**config.mk**
```make
export PLATFORM = sky130hd
export DESIGN_NAME = imem_loader
export DESIGN_NICKNAME = d
export VERILOG_FILES = /design/src/rtl/imem_pkg.sv /design/src/rtl/imem_word_packer.sv /design/src/rtl/imem_loader.sv
export SDC_FILE = /design/constraint.sdc
export NUM_CORES = 1
export LEC_CHECK = 0
export CORE_UTILIZATION = 45
export DETAILED_ROUTE_END_ITERATION = 10
export GPL_ROUTABILITY_DRIVEN = 0
export HOLD_SLACK_MARGIN = 0.06
export PLACE_DENSITY = 0.67
export SLEW_MARGIN = 10
export SYNTH_ARGS = -nofsm -noshare
export SYNTH_HDL_FRONTEND = slang
export SYNTH_SLANG_ARGS = --single-unit
```
**constraint.sdc**
```tcl
create_clock -name clk -period 2.4 [get_ports clk]
set_input_delay 0.6 -clock clk [delete_from_list [all_inputs] [get_ports clk]]
set_output_delay 0.6 -clock clk [all_outputs]
set_load 0.01 [all_outputs]
```
**src/rtl/imem_pkg.sv**
```systemverilog
// Shared instruction-memory constants and loader state encoding.
// Latency: n/a (declarations only).
// Backpressure: n/a (declarations only).
package imem_pkg;

    // Instruction memory geometry, also used by the fetch stage for indexing.
    localparam int IMEM_DEPTH  = 1024;
    localparam int IMEM_ADDR_W = 10;
    localparam int INSTR_BYTES = 4;

    // Width of the byte-lane counter inside one instruction word.
    localparam int LANE_W = $clog2(INSTR_BYTES);

    // Loader control states.
    typedef enum logic [1:0] {
        IDLE = 2'd0,
        LOAD = 2'd1,
        DONE = 2'd2,
        ERR  = 2'd3
    } imem_ld_state_t;

endpackage

```
**src/rtl/imem_word_packer.sv**
```systemverilog
// Packs accepted bytes little-endian into one instruction word.
// Latency: word/word_ready are combinational with the completing byte.
// Backpressure: none; the caller qualifies bytes with accept.
module imem_word_packer
    import imem_pkg::*;
(
    input  logic                     clk,
    input  logic                     rst_n,
    input  logic [7:0]               byte_data,
    input  logic                     accept,
    input  logic                     last,
    input  logic                     clear,
    output logic [8*INSTR_BYTES-1:0] word,
    output logic                     word_ready
);

    logic [LANE_W-1:0]        lane_q;
    logic [8*INSTR_BYTES-1:0] asm_q;
    logic [8*INSTR_BYTES-1:0] merged;
    logic                     lane_full;

    // Drop the incoming byte into the lane selected by the lane counter.
    // Lanes above the current one are still zero because the assembly
    // register is cleared after every completed word.
    always_comb begin
        merged = asm_q;
        for (int k = 0; k < INSTR_BYTES; k++) begin
            if (lane_q == LANE_W'(k)) begin
                merged[8*k +: 8] = byte_data;
            end
        end
    end

    assign lane_full  = (lane_q == LANE_W'(INSTR_BYTES - 1));
    assign word_ready = accept & (lane_full | last);
    assign word       = merged;

    // Lane counter and partial-word register; restart on clear or word completion.
    always_ff @(posedge clk) begin
        if (!rst_n) begin
            lane_q <= '0;
            asm_q  <= '0;
        end else if (clear || word_ready) begin
            lane_q <= '0;
            asm_q  <= '0;
        end else if (accept) begin
            lane_q <= lane_q + 1'b1;
            asm_q  <= merged;
        end
    end

endmodule

```
**src/rtl/imem_loader.sv**
```systemverilog
// Streams bytes into instruction memory as sequential 32-bit word writes.
// Latency: word-completing byte accepted in cycle n -> mem_we in cycle n+1.
// Backpressure: byte_ready high only in LOAD (1 byte/cycle, no bubbles).
module imem_loader
    import imem_pkg::*;
#(
    parameter int DEPTH  = IMEM_DEPTH,
    parameter int ADDR_W = IMEM_ADDR_W
) (
    input  logic              clk,
    input  logic              rst_n,
    input  logic              start,
    input  logic              byte_valid,
    input  logic [7:0]        byte_data,
    input  logic              byte_last,
    output logic              byte_ready,
    output logic              mem_we,
    output logic [ADDR_W-1:0] mem_addr,
    output logic [31:0]       mem_wdata,
    output logic              core_hold,
    output logic              done,
    output logic              error,
    output logic [ADDR_W:0]   word_count
);

    localparam logic [ADDR_W-1:0] LAST_ADDR = ADDR_W'(DEPTH - 1);
    localparam logic [ADDR_W:0]   COUNT_MAX = (ADDR_W + 1)'(DEPTH);

    imem_ld_state_t    state_q;
    imem_ld_state_t    state_d;

    logic              accept;
    logic              pack_clear;
    logic              word_ready;
    logic [31:0]       packed_word;

    logic [ADDR_W-1:0] addr_q;
    logic [ADDR_W:0]   count_q;

    logic              mem_we_q;
    logic [ADDR_W-1:0] mem_addr_q;
    logic [31:0]       mem_wdata_q;

    // Ready is a pure state decode so it stays high across word boundaries.
    assign byte_ready = (state_q == LOAD);
    assign accept     = byte_valid & byte_ready;

    imem_word_packer u_packer (
        .clk        (clk),
        .rst_n      (rst_n),
        .byte_data  (byte_data),
        .accept     (accept),
        .last       (byte_last),
        .clear      (pack_clear),
        .word       (packed_word),
        .word_ready (word_ready)
    );

    // State register.
    always_ff @(posedge clk) begin
        if (!rst_n) begin
            state_q <= IDLE;
        end else begin
            state_q <= state_d;
        end
    end

    // Next-state logic: start only from a resting state; the word that
    // carries byte_last ends the load cleanly even if it fills the last slot.
    always_comb begin
        state_d    = state_q;
        pack_clear = 1'b0;
        case (state_q)
            IDLE, DONE, ERR: begin
                if (start) begin
                    state_d    = LOAD;
                    pack_clear = 1'b1;
                end
            end
            LOAD: begin
                if (word_ready) begin
                    if (byte_last) begin
                        state_d = DONE;
                    end else if (addr_q == LAST_ADDR) begin
                        state_d = ERR;
                    end
                end
            end
            default: begin
                state_d = IDLE;
            end
        endcase
    end

    // Next-address and word counters; cleared by start, advanced per word.
    // The address saturates on the last slot, so it never wraps within a load.
    always_ff @(posedge clk) begin
        if (!rst_n) begin
            addr_q  <= '0;
            count_q <= '0;
        end else if (pack_clear) begin
            addr_q  <= '0;
            count_q <= '0;
        end else if (word_ready) begin
            if (addr_q != LAST_ADDR) begin
                addr_q <= addr_q + 1'b1;
            end
            if (count_q != COUNT_MAX) begin
                count_q <= count_q + 1'b1;
            end
        end
    end

    // Write register: one-cycle strobe, address/data hold between writes.
    always_ff @(posedge clk) begin
        if (!rst_n) begin
            mem_we_q    <= 1'b0;
            mem_addr_q  <= '0;
            mem_wdata_q <= '0;
        end else begin
            mem_we_q <= word_ready;
            if (word_ready) begin
                mem_addr_q  <= addr_q;
                mem_wdata_q <= packed_word;
            end
        end
    end

    assign mem_we     = mem_we_q;
    assign mem_addr   = mem_addr_q;
    assign mem_wdata  = mem_wdata_q;
    assign word_count = count_q;
    assign core_hold  = (state_q == LOAD);
    assign done       = (state_q == DONE);
    assign error      = (state_q == ERR);

endmodule

```
### Word-level counts from Yosys, hierarchy flattened

Cells that the tools add are included.

* flip-flop bits (word level): 100
* output and inout bits: 58
* input port bits: 13
* word-level logic and storage cells: 47

* bitwise gates (word level): 4
* reductions and logical operators: 9
* mux-type cells: 11
* equal/unequal tests: 12
* $add $sub $neg: 3

Operators by type and width (number)
* 8-bit 2-to-1 mux: 4
* 11-bit by 1-bit adder with 11-bit output, second input constant: 1
* 11-bit != test, second input constant: 1
* 10-bit by 1-bit adder with 10-bit output, second input constant: 1
* 10-bit == test, second input constant: 1
* 10-bit != test, second input constant: 1
* 2-bit == test, second input constant: 4
* 2-bit 2-to-1 mux: 4
* 2-bit by 1-bit == test with 1-bit output, second input constant: 2
* 2-bit zero test: 2
* 2-bit one-hot mux with 2 select lines: 1
* 2-bit AND reduction: 2
* 2-bit OR reduction: 2
* 3-bit by 2-bit != test with 1-bit output, second input constant: 1
* 3-bit AND reduction: 1
* 3-bit OR reduction: 1
* 2-bit by 1-bit adder with 2-bit output, second input constant: 1
* 1-bit AND: 2
* 1-bit 2-to-1 mux: 2
* 2-bit by 1-bit != test with 1-bit output, second input constant: 1
* 2-bit != test, second input constant: 1
* 1-bit logical OR: 1
* 1-bit NOT: 1
* 1-bit OR: 1

### Longest topological paths before layout

* depth after elaboration: 5
* depth in mapped cells: 8
* gate-level depth less buffers: 6

### Cells and area by module

A second synthesis with hierarchy kept.

* cell total of the unflattened synthesis: 453
* area total of the unflattened synthesis: 4805.9 µm²

By module, submodules not included
* imem_loader: sequential area each 1321.3 µm², area an instance 2786.4 µm², times used 1, cells each 274
* imem_word_packer: sequential area each 680.7 µm², area an instance 2019.4 µm², times used 1, cells each 179

### Least setup slack after synthesis

No wires, ideal clock.

* path type: input -> register
* start: input byte_last
* end: register mem_wdata_q[10], in the netlist mem_wdata[10]
* library setup time: 0.116 ns
* arrival time: 1.611 ns
* stages: 6
* path buffers: 3
* required time: 2.284 ns
* setup slack: 0.673 ns
* cells stage by stage: or2_1 -> buf_2 -> and2_1 -> buf_2 -> clkbuf_1 -> o211a_1

* cells in the longest elaborated chain, start to end: 2

Ends and longest elaborated chain
* from (decl): line imem_loader.sv:15 `input logic byte_last,`
* 1-bit OR: line imem_word_packer.sv:35 `assign word_ready = accept & (lane_full | last);`
* 1-bit AND: line imem_word_packer.sv:35
* to (signal assigned): line imem_loader.sv:124 `mem_wdata_q <= packed_word;`
* to (decl): line imem_loader.sv:42 `logic [31:0] mem_wdata_q;`

Every way passes these cells.
A chain may end at the register's enable or synchronous reset.

### Final worst setup path

* start: register state_q[1]
* end: output core_hold

* cells in the longest elaborated chain, start to end: 1

Ends and longest elaborated chain
* from (decl): line imem_loader.sv:29 `imem_ld_state_t state_q;`
* from (signal assigned): line imem_loader.sv:64 `state_q <= state_d;`
* 2-bit by 1-bit == test with 1-bit output: line imem_loader.sv:133 `assign core_hold = (state_q == LOAD);`
* to (decl): line imem_loader.sv:20 `output logic core_hold,`

Every way passes these cells.

==> flow_metrics.tcl <==
set metrics [dict create \
    synthFlopType "dfxtp_1" \
    yosys.area.top_type "dfxtp_1" \
    grt_start_max_net_pins 36 \
    grt_busiest_layer "met2" \
    arrival_ps 1590 \
    synth_top_area_share_pct 46.0 \
    grt_pass1_vias 3414 \
    path_clk_slew_ps 90 \
    clockRootBuffer "clkbuf_8" \
    p_per_area_mw_per_mm2 565 \
    p_int_mw 2.32 \
    synth-seq-cells 100 \
    critPathKind "reg -> out" \
    drt-pass1-iter-count 5 \
    n_fill_cell 859 \
    reg2regPathDepth 7 \
    clock_skew_ps 11.9 \
    port_buffers 70 \
    place.detailed.hpwl_mm 6.67 \
    final_nets 568 \
    min_to "u_packer.asm_q[25]" \
    hp-start "u_packer.asm_q[25]" \
    critPathCaptureType "output pin" \
    drc 0 \
    dieArea_mm2 0.0101 \
    synth-edff-count 0 \
    seq_power_share_pct 56.4 \
    ys_warn_count 0 \
    setup_viol 0 \
    fin_crit_sh_pct 91.3 \
    grt_util_met1_pct 26.7 \
    use_met3_pct 5.08 \
    antenna_found_initial 0 \
    placed_area_mm2 0.00517 \
    r2r_start "u_packer.lane_q[0]" \
    postSynthAreaPerCell_um2 8.75 \
    combPwrFrac_pct 9.1 \
    clkPwrFrac_pct 34.4 \
    cts_hold_buffers 0 \
    synthArstFlopShare_pct 0 \
    switching_share_pct 23.2 \
    p_switching_mw 0.702 \
    cp-start-kind "register" \
    wl_per_cell_um 14.3 \
    cts_made_buffers 9 \
    die_h_um 100 \
    r2r_end "u_packer.asm_q[10]" \
    drt-initial-drc-count 172 \
    finalHoldViolations 0 \
    overflow 0 \
    routed_wl_mm 9.71 \
    status "finished clean" \
    syn_area_mm2 0.00436 \
    max-clock-path-buffers 2 \
    drive_gt1_share_pct 5.43 \
    syn_inst 498 \
    max_freq_ghz 0.456 \
    track_usage_pct 20.4 \
    design_area_mm2 0.00535 \
    cts_tree "yes" \
    core_mm2 0.00933 \
    ioPinCount 71 \
    yosysSeqAreaShare_pct 46.0 \
    synthTopCellsByArea "dfxtp_1 46%, nand2_1 11%, mux2i_1 7.6%, o211a_1 7.6%, a21oi_1 5.1%" \
    max_cap_violations 0 \
    yosys-top-cells-count "126 x nand2_1, 100 x dfxtp_1, 44 x a21oi_1" \
    vias 3609 \
    report.final.slew_viol_count 0 \
    path_max_fanout 6 \
    cellLeakagePower_nw 2.16 \
    reg2reg_slack_ps 440 \
    slew_headroom_pct 64.8 \
    synth_most_common_cell "nand2_1" \
    syn_to_final_growth_pct 22.8 \
    placementRows 35 \
    die_w_um 100 \
    synth_fp_nets 518 \
    holdPathStages 2 \
    cts_setup_buffers 0 \
    drtAntennaViolNets 0 \
    rsz0062_at_grt "false" \
    diodes 0 \
    via_per_inst 5.30 \
    tns_ps 0 \
    met2_usage_pct 33.6 \
    worst_pin_slew_ps 528 \
    grt_pass1_wl_mm 16.4 \
    fin_crit_ps 2190 \
    hold_path_class "reg -> reg" \
    initial_core_util_pct 46.7 \
    required_ps 1800 \
    cts.repair.resized 0 \
    ir_drop_mv 0.388 \
    cts_sinks 100 \
    synth_cell_types 42 \
    clk_latency_ps 350 \
    cts-htree-levels 3 \
]
cell type report:
cell class | instances | area (um^2) | area share (%)
multi-input combinational | 347 | 2130 | 39.9
timing repair buffer | 82 | 841 | 15.7
clock buffer | 13 | 149 | 2.78
sequential | 100 | 2000 | 37.4
clock inverter | 2 | 35.0 | 0.655
inverter | 8 | 30.0 | 0.561
tap | 129 | 161 | 3.02
worst max path at each step:
stage / start / depth (start not counted) / end / slack (ps)
after floorplan: byte_last / 6 / mem_wdata[10] / 670
after global placement: byte_last / 7 / u_packer.asm_q[17] / 130
after detailed placement: byte_valid / 7 / u_packer.asm_q[19] / 70
after CTS: state_q[1] / 3 / core_hold / 200
after global routing: state_q[1] / 3 / byte_ready / 100
final: state_q[1] / 3 / core_hold / 210
placed cells by master, fill, tap and decap left out, types with 4 or more instances in the layout:
cell               n
a21oi_1           44
buf_4              8
nor2_1            14
dfxtp_1          100
nand2_1          126
or3_1              6
nand4_1            7
nand3_1            7
clkdlybuf4s50_1   70
buf_12             4
a21boi_0          11
inv_1              8
o211a_1           33
mux2i_1           33
xor2_1             4
o31ai_1            4
and2_1             6
clkbuf_8          10
o21ai_0           10
ha_1               7
and3_1             5
worst max-delay path, stage by stage, from the launching register on:
cell	delay, ps
dfxtp_1	350
nand2b_1	250
inv_1	110
clkdlybuf4s50_1	540
metal layers:
metal  vias to the layer above  part of all wire, %
met5                         -                    0
li1                       1814                    -
met1                      1720                   49
met4                         0                 0.67
met2                        71                   47
met3                         4                  3.2
power groups by stage:
stage                     combinational [mW]  clock [mW]  sequential [mW]
after floorplan                        0.141           0             1.76
after global placement                 0.274           0             1.75
after detailed placement               0.277           0             1.75
after CTS                              0.279        1.07             1.71
after global routing                   0.300        1.13             1.71
final                                  0.276        1.04             1.71
kinds of logic after synthesis:
logic type / after synthesis / synth area share [%]
flops: 100 / 46.0
buf+inv: 51 / 5.14
mux: 33 / 7.58
compound gates: 109 / 17.9
xor+xnor: 7 / 1.41
simple gates: 191 / 20.0
fa+ha+maj: 7 / 2.01
through the flow:
stage / cells / setup WS [ps] / total power [mW] / hold WS (ps) / util, %
after global routing: 681 / 104 / 3.15 / 479 / 57.4
after global placement: 666 / 132 / 2.02 / 440 / 55.4
after CTS: 681 / 198 / 3.06 / 461 / 57.4
after detailed placement: 666 / 74.6 / 2.02 / 448 / 55.4
final: 681 / 209 / 3.02 / 457 / 57.4
after floorplan: 498 / 673 / 1.90 / 436 / -
flip-flops by register name (all words and copies together) (netlist names):
name             cells
addr_q              10
mem_addr            10
mem_wdata           32
mem_we               1
state_q              2
u_packer.asm_q      32
u_packer.lane_q      2
word_count          11
Note: power is estimated with default switching activity, not from simulation.
